--- src/rtl/mips_multicycle_control.sv ---
// mips_multicycle_control: Moore FSM sequencing a shared-memory, shared-ALU
// MIPS datapath. Memory accesses stall on mem_ready.
// Optional feature macro: ILLEGAL_OP_TRAP_EN (unrecognised opcode -> S_TRAP).
module mips_multicycle_control #(
  parameter int unsigned CNT_W = 32
) (
  input  logic             clk,
  input  logic             reset,
  input  logic [5:0]       OP,
  input  logic             mem_ready,
  output logic             PCWrite,
  output logic             BranchEQ,
  output logic             BranchNE,
  output logic             IorD,
  output logic             MemRead,
  output logic             MemWrite,
  output logic             IRWrite,
  output logic             MemtoReg,
  output logic [1:0]       PCSource,
  output logic [2:0]       ALUOp,
  output logic             ALUSrcA,
  output logic [1:0]       ALUSrcB,
  output logic             RegWrite,
  output logic             RegDst,
  output logic             Link,
  output logic [CNT_W-1:0] instr_count,
  output logic             trap
);

  typedef enum logic [3:0] {
    S_RST, S_FETCH, S_DECODE, S_EXEC_R, S_WB_R, S_EXEC_I, S_WB_I,
    S_MEM_ADDR, S_MEM_RD, S_WB_MEM, S_MEM_WR, S_BRANCH, S_JUMP, S_JAL,
    S_TRAP
  } state_t;

  state_t           state_q, state_d;
  logic [5:0]       op_q, op_d;
  logic [CNT_W-1:0] cnt_q, cnt_d;

  // State, latched opcode and retired-instruction counter
  always_ff @(posedge clk or negedge reset) begin
    if (!reset) begin
      state_q <= S_RST;
      op_q    <= '0;
      cnt_q   <= '0;
    end else begin
      state_q <= state_d;
      op_q    <= op_d;
      cnt_q   <= cnt_d;
    end
  end

  // Next-state, opcode capture on DECODE exit, retire counting
  always_comb begin
    state_d = state_q;
    op_d    = op_q;
    unique case (state_q)
      S_RST:      state_d = S_FETCH;
      S_FETCH:    if (mem_ready) state_d = S_DECODE;
      S_DECODE: begin
        op_d = OP;
        case (OP)
          6'h00:                      state_d = S_EXEC_R;
          6'h08, 6'h0d, 6'h0c, 6'h0f: state_d = S_EXEC_I;
          6'h23, 6'h2b:               state_d = S_MEM_ADDR;
          6'h04, 6'h05:               state_d = S_BRANCH;
          6'h02:                      state_d = S_JUMP;
          6'h03:                      state_d = S_JAL;
`ifdef ILLEGAL_OP_TRAP_EN
          default:                    state_d = S_TRAP;
`else
          default:                    state_d = S_FETCH;
`endif
        endcase
      end
      S_EXEC_R:   state_d = S_WB_R;
      S_WB_R:     state_d = S_FETCH;
      S_EXEC_I:   state_d = S_WB_I;
      S_WB_I:     state_d = S_FETCH;
      S_MEM_ADDR: state_d = (op_q == 6'h23) ? S_MEM_RD : S_MEM_WR;
      S_MEM_RD:   if (mem_ready) state_d = S_WB_MEM;
      S_WB_MEM:   state_d = S_FETCH;
      S_MEM_WR:   if (mem_ready) state_d = S_FETCH;
      S_BRANCH:   state_d = S_FETCH;
      S_JUMP:     state_d = S_FETCH;
      S_JAL:      state_d = S_FETCH;
      S_TRAP:     state_d = S_TRAP;
      default:    state_d = S_RST;
    endcase
    // An instruction retires on entry to FETCH from any state other than
    // reset; a stalled FETCH holding itself is not an entry.
    cnt_d = cnt_q;
    if (state_d == S_FETCH && state_q != S_FETCH && state_q != S_RST)
      cnt_d = cnt_q + CNT_W'(1);
  end

  // Moore output decode; mem_ready only gates IR/PC load in FETCH
  always_comb begin
    PCWrite  = 1'b0;
    BranchEQ = 1'b0;
    BranchNE = 1'b0;
    IorD     = 1'b0;
    MemRead  = 1'b0;
    MemWrite = 1'b0;
    IRWrite  = 1'b0;
    MemtoReg = 1'b0;
    PCSource = 2'b00;
    ALUOp    = 3'b000;
    ALUSrcA  = 1'b0;
    ALUSrcB  = 2'b00;
    RegWrite = 1'b0;
    RegDst   = 1'b0;
    Link     = 1'b0;
    trap     = 1'b0;
    unique case (state_q)
      S_FETCH: begin
        MemRead = 1'b1;
        ALUSrcB = 2'b01;
        IRWrite = mem_ready;
        PCWrite = mem_ready;
      end
      S_DECODE:   ALUSrcB = 2'b11;
      S_EXEC_R: begin
        ALUSrcA = 1'b1;
        ALUOp   = 3'b111;
      end
      S_WB_R: begin
        RegDst   = 1'b1;
        RegWrite = 1'b1;
      end
      S_EXEC_I: begin
        ALUSrcA = 1'b1;
        ALUSrcB = 2'b10;
        case (op_q)
          6'h0d:   ALUOp = 3'b010;
          6'h0c:   ALUOp = 3'b011;
          6'h0f:   ALUOp = 3'b101;
          default: ALUOp = 3'b000;
        endcase
      end
      S_WB_I:     RegWrite = 1'b1;
      S_MEM_ADDR: begin
        ALUSrcA = 1'b1;
        ALUSrcB = 2'b10;
      end
      S_MEM_RD: begin
        MemRead = 1'b1;
        IorD    = 1'b1;
      end
      S_WB_MEM: begin
        MemtoReg = 1'b1;
        RegWrite = 1'b1;
      end
      S_MEM_WR: begin
        MemWrite = 1'b1;
        IorD     = 1'b1;
      end
      S_BRANCH: begin
        ALUSrcA  = 1'b1;
        ALUOp    = 3'b001;
        PCSource = 2'b01;
        BranchEQ = (op_q == 6'h04);
        BranchNE = (op_q == 6'h05);
      end
      S_JUMP: begin
        PCWrite  = 1'b1;
        PCSource = 2'b10;
        ALUOp    = 3'b110;
      end
      S_JAL: begin
        PCWrite  = 1'b1;
        PCSource = 2'b10;
        RegWrite = 1'b1;
        Link     = 1'b1;
        ALUOp    = 3'b100;
      end
`ifdef ILLEGAL_OP_TRAP_EN
      S_TRAP:     trap = 1'b1;
`endif
      default: ;
    endcase
  end

  assign instr_count = cnt_q;

endmodule
--- config.mk ---
export PLATFORM = sky130hd
export DESIGN_NAME = mips_multicycle_control
export DESIGN_NICKNAME = d
export VERILOG_FILES = /design/src/rtl/mips_multicycle_control.sv
export SDC_FILE = /design/constraint.sdc
export NUM_CORES = 1
export LEC_CHECK = 0
export CAP_MARGIN = 20
export CORE_MARGIN = 2
export CORE_UTILIZATION = 30
export CTS_BUF_LIST = sky130_fd_sc_hd__clkbuf_8
export DETAILED_ROUTE_END_ITERATION = 10
export PLACE_DENSITY_LB_ADDON = 0.08
export SLEW_MARGIN = 25
export SYNTH_ARGS = -nofsm -noshare
export SYNTH_HDL_FRONTEND = slang
export SYNTH_SLANG_ARGS = --single-unit
--- constraint.sdc ---
create_clock -name clk -period 2.6 [get_ports clk]
set_clock_uncertainty 0.1 [all_clocks]
set_input_delay 0.52 -clock clk [delete_from_list [all_inputs] [get_ports clk]]
set_output_delay 0.52 -clock clk [all_outputs]
set_load 0.01 [all_outputs]
======== Word level (Yosys, flattened, before mapping) ========
Index checks and enable logic that the tools add are counted.
cells by class
  add/subtract/negate cells ............... 1
  multipliers ............................. 0
  div/mod/pow operators ................... 0
  order comparisons ....................... 0
  eq/ne operators ......................... 32
  shift operators ......................... 0
  multiplexer cells ....................... 22
  bitwise operators ....................... 0
  reductions and logical operators ........ 15
operators with widths
  operator                 count
  $eq A6 B4 Y1 const B     7
  $pmux W4 S9              1
  $add A32 B1 Y32 const B  1
  $eq A4 B4 Y1 const B     7
  $eq A6 B3 Y1 const B     4
  $pmux W4 S6              1
  $eq A6 B6 Y1 const B     3
  $eq A4 B3 Y1 const B     4
  $pmux W3 S5              1
  $eq A6 B2 Y1 const B     2
  $mux W4                  3
  $reduce_or A2 Y1         6
  $reduce_or A4 Y1         3
  $mux W1                  11
  $pmux W3 S3              1
  $eq A4 B1 Y1 const B     2
  $eq A4 B2 Y1 const B     2
  $reduce_or A7 Y1         1
  $logic_not A6 Y1         1
  $pmux W2 S3              1
  $logic_not A4 Y1         1
  $ne A4 B1 Y1 const B     1
  $pmux W2 S2              1
  $reduce_bool A4 Y1       1
  3 further kinds          4
storage, ports and cells
  register bits ........................... 42
  bits in latches ......................... 0
  memory bits (writable) .................. 0
  bits in read-only memories .............. 0
  input port bits ......................... 9
  output and inout bits ................... 52
  word-level logic and storage cells ...... 73
  memories kept ........................... 0

======== Logic depth before layout (Yosys ltp) ========
Gate-level depths: netlist (run 1).
  depth after elaboration ................. 7
  depth in mapped cells ................... 10
  gate-level depth less buffers ........... 6

======== Worst setup path before layout (run 1) ========
Ideal clock, no wire load.
  path type ............................... register to register
  start ................................... reg state_q[0]
  end ..................................... reg cnt_q[4] (netlist: instr_count[4])
  library setup time ...................... 0.128 ns
  arrival time ............................ 1.921 ns
  data required time ...................... 2.372 ns
  path slack .............................. 0.451 ns
  cell stages (with the launch flop) ...... 10
  path buffers ............................ 3
  period minus slack after synthesis ...... 2.149 ns
  path through ............................ dfrtp_1 > buf_6 > or4b_4 > buf_6 > nor2_8 > a31oi_2 > and2_4 > buf_6 > and4_1 > xor2_1
on the way
  longest elaborated chain between the ends .. 6
  elaborated cells between the ends (all ways) .. 25
ends and longest elaborated chain
  item                                        RTL line  RTL
  start: declaration                          36        state_t state_q, state_d;
  start signal: assignment                    47        state_q <= state_d;
  $eq A4 B4 Y1, or another cell as far along  57        unique case (state_q)
  $reduce_or A7 Y1 (no source line)           -
  $pmux W4 S9                                 57
  $eq A4 B1 Y1                                93        if (state_d == S_FETCH && state_q != S_FETCH && state_q != S_RST)
  $logic_and A1 B1 Y1                         93
  $logic_and A1 B1 Y1 *                       93
  end signal: assignment                      49        cnt_q <= cnt_d;
  end: declaration                            38        logic [CNT_W-1:0] cnt_q, cnt_d;
Mark *: on every way between the ends. The rest lies on a longest branch, timed or not.
A chain may end at the register's enable or synchronous reset.

======== Worst setup path in the final report (run 1) ========
  start ................................... reg state_q[2]
  end ..................................... out ALUSrcA
on the way
  longest elaborated chain between the ends .. 3
  elaborated cells between the ends (all ways) .. 6
ends and longest elaborated chain
  item                                        RTL line  RTL
  $eq A4 B4 Y1, or another cell as far along  115       unique case (state_q)
  $reduce_or A4 Y1 (no source line) *         -
  $mux W1 *                                   115
  end: declaration                            21        output logic ALUSrcA,
Marks and branches as above.

==> key figures, run 1 <==
Finish
  • Area grow syn2layout: 42.7%
  • N_diodes: 0
  • Layout cell share with drive strength beyond 1: 23.5%
  • Nets: 367
  • Design Area, Final: 3640 µm²

Yosys
  • Synth Register Bits: 42
  • Net count after synthesis: 271
  • Post-synth EDFFs: 0
  • Syn avg cell area: 9.77 µm²
  • Compound-Gate Fraction of Synth Area: 6.58%
  • Syn Inst Count: 261
  • Post-synthesis mux area share: 3.04%
  • Cell Area, Synth: 2550 µm²
  • Ys flop type: dfrtp_1
  • Synth Area in XOR/XNOR: 12.0%
  • Largest family of logic cells by synthesized area: simple AND/OR/NAND/NOR gates
  • Post-Synth Simple-Gate Area: 31.0%
  • Synth async-reset ratio: 100%
  • Ys Warns: 0
  • Post-synthesis sequential area ratio: 41.2%
  • Post-Synth Adder-Cell Area: 0.491%
  • Netlist cell types: 51

Pwr
  • P_sw: 1.32 mW
  • Comb power frac: 56.5%
  • Worst IR Drop VDD: 0.000342 V
  • P_int: 2.05 mW
  • Clock power share: 15.8%
  • Leakage: 1.66 nW
  • Sw frac: 39.2%
  • PD cells: 927 nW/µm²
  • Reg power frac: 27.7%
  • Total power draw: 3.37 mW

STA
  • Clock period minus worst slack: 2.51 ns
  • Slew margin rel.: 55.7%
  • Fmax: 0.398 GHz
  • Post-route clock period utilization: 96.6%
  • Finish-stage setup viols: 0
  • Setup TNS: 0 ns
  • RSZ-0062 raised after global routing: no
  • Worst Tran Pin Value: 0.665 ns
  • Final hold vios: 0
  • Hold slack: 0.150 ns
  • Final Slew Violations: 0

Drt
  • Final wirelength: 6620 µm
  • Pre-antenna DRT Iters: 4
  • Detail Route Antenna Nets: 0
  • DRC marker count from the first detailed-route iteration: 78
  • Remaining DRCs: 0
  • DR vias/cell: 4.80
  • Routed vias: 2,224
  • Wire length per cell: 14.3 µm

GRT
  • Vias in the first global route: 2,167
  • Initial antenna violation count: 0
  • GRT Total Usage: 14.9%
  • Total congestion overflow: 0
  • First-pass GRT wire length: 10,700 µm
  • Largest net degree at the start of global routing: 28

Placement
  • DP Wirelength: 4830 µm
  • Port Buffers: 59
  • Routability cong.: 0.796
  • Dpl cell area: 3410 µm²

Critical path
  • Worst path required time: 1.98 ns
  • Reg-to-Reg End: instr_count[1]$_DFFE_PN0P_
  • Reg2Reg Depth: 10
  • CP arrival: 1.89 ns
  • CP max FO: 7
  • Reg2Reg Setup Slack: 0.15 ns
  • Crit path capture type: primary output
  • Reg2Reg Launch Point: state_q[3]$_DFF_PN0_
  • WS Path Type: flop to primary output
  • Startpoint type of the worst setup path: flop

Floorplanning
  • Core box area: 8220 µm²
  • Initial Utilization: 31.0%
  • Top Ports: 61
  • Num rows: 33
  • Die X: 96.2 µm
  • Die area: 9250 µm²
  • Die Y: 96.2 µm

Clock tree
  • Num CTS Buffers: 5
  • CTS tree: done
  • Clock root buffer: clkbuf_8
  • CTS H-tree depth: 2
  • Clk buf depth: 2
  • Clock transition at path regs: 0.09 ns
  • Worst skew pair latency: 0.30 ns
  • Cts hold-fix bufs: 0
  • CTS sink cnt: 42

Hold path
  • Min-delay worst type: input port to asynchronous set/reset pin

Flow run
  • Maxcap violations: 0

Status
  • Status: completed
-- synth_stat cells (2+ instances only) --
| master | number | area share [%] |
|---|---|---|
| nor2_1 | 21 | 3.1 |
| nand4_1 | 15 | 3.7 |
| nand2_1 | 19 | 2.8 |
| nor4b_1 | 3 | 1.0 |
| and4_1 | 3 | 1.0 |
| nand3_1 | 14 | 2.7 |
| buf_2 | 4 | 0.79 |
| or3_1 | 2 | 0.49 |
| dfrtp_1 | 42 | 41 |
| mux2_2 | 6 | 2.7 |
| xnor2_1 | 17 | 5.8 |
| nor4_1 | 5 | 1.2 |
| o211ai_1 | 2 | 0.59 |
| o21ai_0 | 8 | 1.6 |
| o21ai_2 | 2 | 0.69 |
| and3_1 | 6 | 1.5 |
| nor3_1 | 7 | 1.4 |
| nor3b_1 | 2 | 0.59 |
| xor2_1 | 18 | 6.2 |
| and2_1 | 4 | 0.98 |
| nor2b_1 | 5 | 1.2 |
| clkbuf_1 | 2 | 0.29 |
| and2_0 | 3 | 0.74 |
| nand2b_1 | 5 | 1.2 |
| buf_4 | 2 | 0.59 |
| nand4_2 | 3 | 1.5 |
| a21boi_0 | 2 | 0.59 |
| or4b_1 | 2 | 0.79 |
| buf_6 | 6 | 2.7 |
| nand3_2 | 2 | 0.79 |
| inv_1 | 8 | 1.2 |
| nor4_2 | 2 | 0.98 |
-- power by group through the flow --
stage	logic, mW	clock network [mW]	registers (mW)
2_1_floorplan	1.09	0	0.895
5_1_grt	2.07	0.573	0.959
6_report	1.90	0.533	0.933
3_5_place_dp	1.76	0	0.968
4_1_cts	1.83	0.555	0.950
3_3_place_gp	1.76	0	0.967
-- flip-flops by register name (all words and copies together) (netlist names) --
| signal | cells |
|---|---|
| instr_count | 32 |
| state_q | 4 |
| op_q | 6 |
-- cell type report --
| type | instances | area (µm²) |
|---|---|---|
| Sequential cell | 42 | 1060 |
| Clock inverter | 3 | 43.8 |
| Multi-Input combinational cell | 197 | 1370 |
| Timing Repair Buffer | 103 | 932 |
| Clock buffer | 5 | 68.8 |
| Tap cell | 105 | 131 |
| Inverter | 8 | 30.0 |
| Fill cell | 842 | 4580 |
-- worst max-delay path, stage by stage, from the launching register on --
cell and delay (ns):
dfrtp_2 0.47, buf_4 0.15, and2_1 0.15, nor3b_1 0.25, clkdlybuf4s50_1 0.58
-- repair_timing --
action                     4_1_cts  5_1_grt
setup endpoints to repair        8        7
gates resized for setup          7        5
setup buffers                    5        7
-- cells by family (layout without fill, tap and decap cells) --
| family | after synthesis | after routing |
|---|---|---|
| buffers and inverters | 22 | 119 |
| AO/OA/AOI/OAI | 23 | 23 |
| adder cells (fa/ha/maj) | 1 | 1 |
| other | 1 | 1 |
| XOR/XNOR | 35 | 35 |
| flip-flops | 42 | 42 |
| multiplexers | 7 | 7 |
| AND/OR/NAND/NOR | 130 | 130 |
-- cells in the final DEF, fill, tap and decap left out, drive strengths merged, types with 4 or more instances in the layout --
cell / count
xor2: 18
mux2: 6
nand4: 18
nand2b: 5
buf: 44
nor3: 7
nand2: 19
nor2: 23
and2: 8
clkdlybuf4s50: 54
nor2b: 5
nor4: 7
nand3: 16
inv: 9
clkbuf: 6
and3: 7
and4: 4
o21ai: 10
xnor2: 17
dfrtp: 42
-- through the flow --
| step | std cells | setup slack (ns) | utilization [%] |
|---|---|---|---|
| after global routing | 463 | 0.00747 | 44.3 |
| after detailed placement | 443 | -0.125 | 41.5 |
| after floorplan | 261 | 0.451 | - |
| final | 463 | 0.0895 | 44.3 |
| after global placement | 443 | -0.0576 | 41.5 |
| after CTS | 456 | 0.00152 | 43.4 |
-- routing by layer --
metal / vias up / global-route usage [%] / part of all wire [%]
met5: - / 0 / 0
met4: 0 / 3.21 / 0.91
met3: 6 / 3.13 / 5.1
met2: 52 / 22.5 / 45
met1: 1052 / 21.8 / 49
li1: 1114 / - / -
-- worst max-delay path by stage --
stage                               from                    endpoint  slack (ns)  depth (start not counted)
global route        state_q[2]$_DFF_PN0_                    BranchNE       0.007                          5
CTS                 state_q[2]$_DFF_PN0_                    BranchEQ       0.002                          5
detailed placement                 OP[1]  instr_count[1]$_DFFE_PN0P_       -0.13                          8
finish              state_q[2]$_DFF_PN0_                     ALUSrcA        0.09                          4
floorplan           state_q[0]$_DFF_PN0_  instr_count[4]$_DFFE_PN0P_        0.45                          9
global placement                   OP[5]  instr_count[8]$_DFFE_PN0P_       -0.06                          9
(Power assumes the default switching activity.)
==> inputs of run 2 (changes only) <==
--- a/config.mk
+++ b/config.mk
@@ -6,6 +6,8 @@
 export NUM_CORES = 1
 export LEC_CHECK = 0
 export CAP_MARGIN = 20
+export CELL_PAD_IN_SITES_DETAIL_PLACEMENT = 0
+export CELL_PAD_IN_SITES_GLOBAL_PLACEMENT = 1
 export CORE_MARGIN = 2
 export CORE_UTILIZATION = 30
 export CTS_BUF_LIST = sky130_fd_sc_hd__clkbuf_8
==> constraint.sdc (replaced) <==
create_clock -name clk -period 2.1 [get_ports clk]
set_clock_uncertainty 0.1 [all_clocks]
set_input_delay 0.42 -clock clk [delete_from_list [all_inputs] [get_ports clk]]
set_output_delay 0.42 -clock clk [all_outputs]
set_load 0.01 [all_outputs]
==> run 2 against run 1 <==
  * The flow now finishes with violations (negative setup slack)
  * Flip-flop and latch count unchanged
  * Die area unchanged
  * Routed wire length increased by 16%
  * Worst setup slack worse by 0.26 ns
==> key figures, run 2 (synthesis results as in run 1) <==
Critical path
  • Reg-to-Reg End: instr_count[29]$_DFFE_PN0P_
  • Reg2Reg Depth: 9 (-1)
  • Worst path required time: 2.20 ns (+0.22 ns)
  • Worst path most repeated cell: buf_6
  • Cells along the critical path: buf_12 -> buf_6 -> buf_6 -> xor2_2 -> o2bb2ai_2 -> a31oi_4 -> nand2_4 -> or4b_4 -> xnor2_1
  • Slowest stage cell, crit path: or4b_4
  • WP buf/inv: 3 (+1)
  • Worst path top cell family by delay: simple AND/OR/NAND/NOR gates
  • Crit-path max cell delay: 0.49 ns (-0.09 ns)
  • Critical path launch point: state_q[2]$_DFF_PN0_
  • Reg2Reg Setup Slack: -0.18 ns (-0.33 ns)
  • Startpoint type of the worst setup path: flop
  • WS Path Type: flop to flop
  • CP arrival: 2.37 ns (+0.48 ns)
  • Reg2Reg Launch Point: state_q[2]$_DFF_PN0_
  • CP max FO: 5 (-2)
  • Crit path capture type: flop

STA
  • Hold slack: 0.0961 ns (-0.0543 ns)
  • Final Slew Violations: 0 (unchanged)
  • Finish-stage setup viols: 34 (+34)
  • Final hold vios: 0 (unchanged)
  • Slew margin rel.: 61.0% (+5.3 points)
  • Worst Tran Pin Value: 0.585 ns (-0.0801 ns)
  • Post-route clock period utilization: 108%
  • Clock period minus worst slack: 2.28 ns
  • Post-route setup slack: -0.175 ns (-0.265 ns)
  • Fmax: 0.439 GHz
  • RSZ-0062 raised after global routing: yes

Clock tree
  • Worst skew pair latency: 0.30 ns (about the same)
  • Cts hold-fix bufs: 0 (unchanged)
  • Clock transition at path regs: 0.10 ns (about the same)
  • Clk buf depth: 2 (unchanged)
  • CTS sink cnt: 42 (unchanged)
  • CTS tree: done
  • Clock root buffer: clkbuf_8
  • CTS H-tree depth: 2 (unchanged)
  • Num CTS Buffers: 5 (unchanged)

Finish
  • Layout cell share with drive strength beyond 1: 44.8% (+21 points)
  • Nets: 404 (+10%)
  • Most frequent cells in the layout: buf_4 (61), dfrtp_1 (38), clkdlybuf4s50_1 (36)
  • Design Area, Final: 4360 µm² (+20%)
  • Largest register FFs: 32 (unchanged)
  • Layout Cells excl Fill: 500 (+8.0%)
  • Area grow syn2layout: 71.1%
  • Commonest non-fill, non-tap cell in the layout: buf_4
  • N_diodes: 0 (unchanged)

GRT
  • First-pass GRT wire length: 12,400 µm (+16%)
  • GRT Total Usage: 17.5% (+2.6 points)
  • Total congestion overflow: 0 (unchanged)
  • Largest net degree at the start of global routing: 43 (+54%)
  • Initial antenna violation count: 0 (unchanged)
  • Vias in the first global route: 2,429 (+12%)

Placement
  • Pre-CTS WS: -0.535 ns (-0.410 ns)
  • DP Cell Count: 466 (+5.2%)
  • DP Wirelength: 4970 µm (+2.8%)
  • Port Buffers: 59 (unchanged)
  • Routability cong.: 0.766 (-3.7%)
  • Dpl cell area: 3580 µm² (+4.9%)

Pwr
  • Leakage: 2.01 nW (+21%)
  • Worst IR Drop VDD: 0.000616 V (+80%)
  • PD cells: 1290 nW/µm² (+40%)

Status
  • Status: finished, violations left
  • Failing checks: negative setup slack

Drt
  • DRC marker count from the first detailed-route iteration: 59 (-24%)
  • DR vias/cell: 4.82 (+0.43%)
  • Detail Route Antenna Nets: 0 (unchanged)
  • Remaining DRCs: 0 (unchanged)
  • Final wirelength: 7650 µm (+16%)
  • Wire length per cell: 15.3 µm (+7.0%)
  • Routed vias: 2,412 (+8.5%)
  • Pre-antenna DRT Iters: 5 (+1)

Floorplanning
  • Num rows: 33 (unchanged)
  • Core box area: 8220 µm² (unchanged)
  • Die Y: 96.2 µm (unchanged)
  • Die X: 96.2 µm (unchanged)
  • Top Ports: 61 (unchanged)
  • Die area: 9250 µm² (unchanged)
  • Initial Utilization: 31.0% (unchanged)

Flow run
  • Maxcap violations: 0 (unchanged)

Hold path
  • Min-delay worst type: input port to asynchronous set/reset pin
-- run 2: through the flow --
step / power [mW] / TNS (ns) / util, %
floorplan: 2.47 / -0.114 / -
global placement: 3.48 / -14.21 / 43.5
detailed placement: 3.49 / -15.33 / 43.5
CTS: 5.39 / -1.91 / 51.5
global route: 5.99 / -4.60 / 53.1
finish: 5.65 / -2.16 / 53.1
-- run 2: power by group --
part           internal (mW)  switching [mW]  total, mW
Sequential             0.959           0.172       1.13
Combinational           1.97            1.85       3.82
Clock                  0.363           0.332      0.695
-- run 2: area by class of cell --
type                    count  area (µm²)
fillers                   749        3860
clock inverters             3        48.8
multi-input cells         200        1800
inverters                   8        32.5
clock buffers               5        68.8
well taps                 105         131
repair buffers            137        1220
flip-flops and latches     42        1060
-- run 2: worst register-to-register path, stage by stage, from the launching register on --
cell       delay [ns]
dfrtp_2          0.47
buf_12           0.15
buf_6            0.11
buf_6            0.11
xor2_2           0.15
o2bb2ai_2        0.15
a31oi_4          0.21
nand2_4          0.12
or4b_4           0.50
xnor2_1          0.13
-- run 2: layer usage --
metal | track usage (%) | vias to the layer above | part of all wire, %
li1 | - | 1191 | -
met2 | 28.1 | 45 | 46
met3 | 3.05 | 6 | 3.1
met1 | 24.8 | 1170 | 50
met5 | 0 | - | 0
met4 | 3.21 | 0 | 0.89
-- run 2: worst max path at each step --
stage | end | slack (ns) | cells past startpoint
finish | instr_count[29]$_DFFE_PN0P_ | -0.18 | 9
global route | instr_count[29]$_DFFE_PN0P_ | -0.25 | 5
CTS | ALUSrcB[1] | -0.19 | 4
detailed placement | instr_count[4]$_DFFE_PN0P_ | -0.54 | 8
global placement | instr_count[4]$_DFFE_PN0P_ | -0.50 | 8
floorplan | instr_count[4]$_DFFE_PN0P_ | -0.05 | 9
-- run 2: what timing repair did --
action                                  CTS  global route
gates resized for setup                 138            33
pin swaps                                41            26
cloned                                    4             0
endpoints found under the hold margin     0             0
buffers inserted                         17             5
endpoints found under the setup margin   51            46
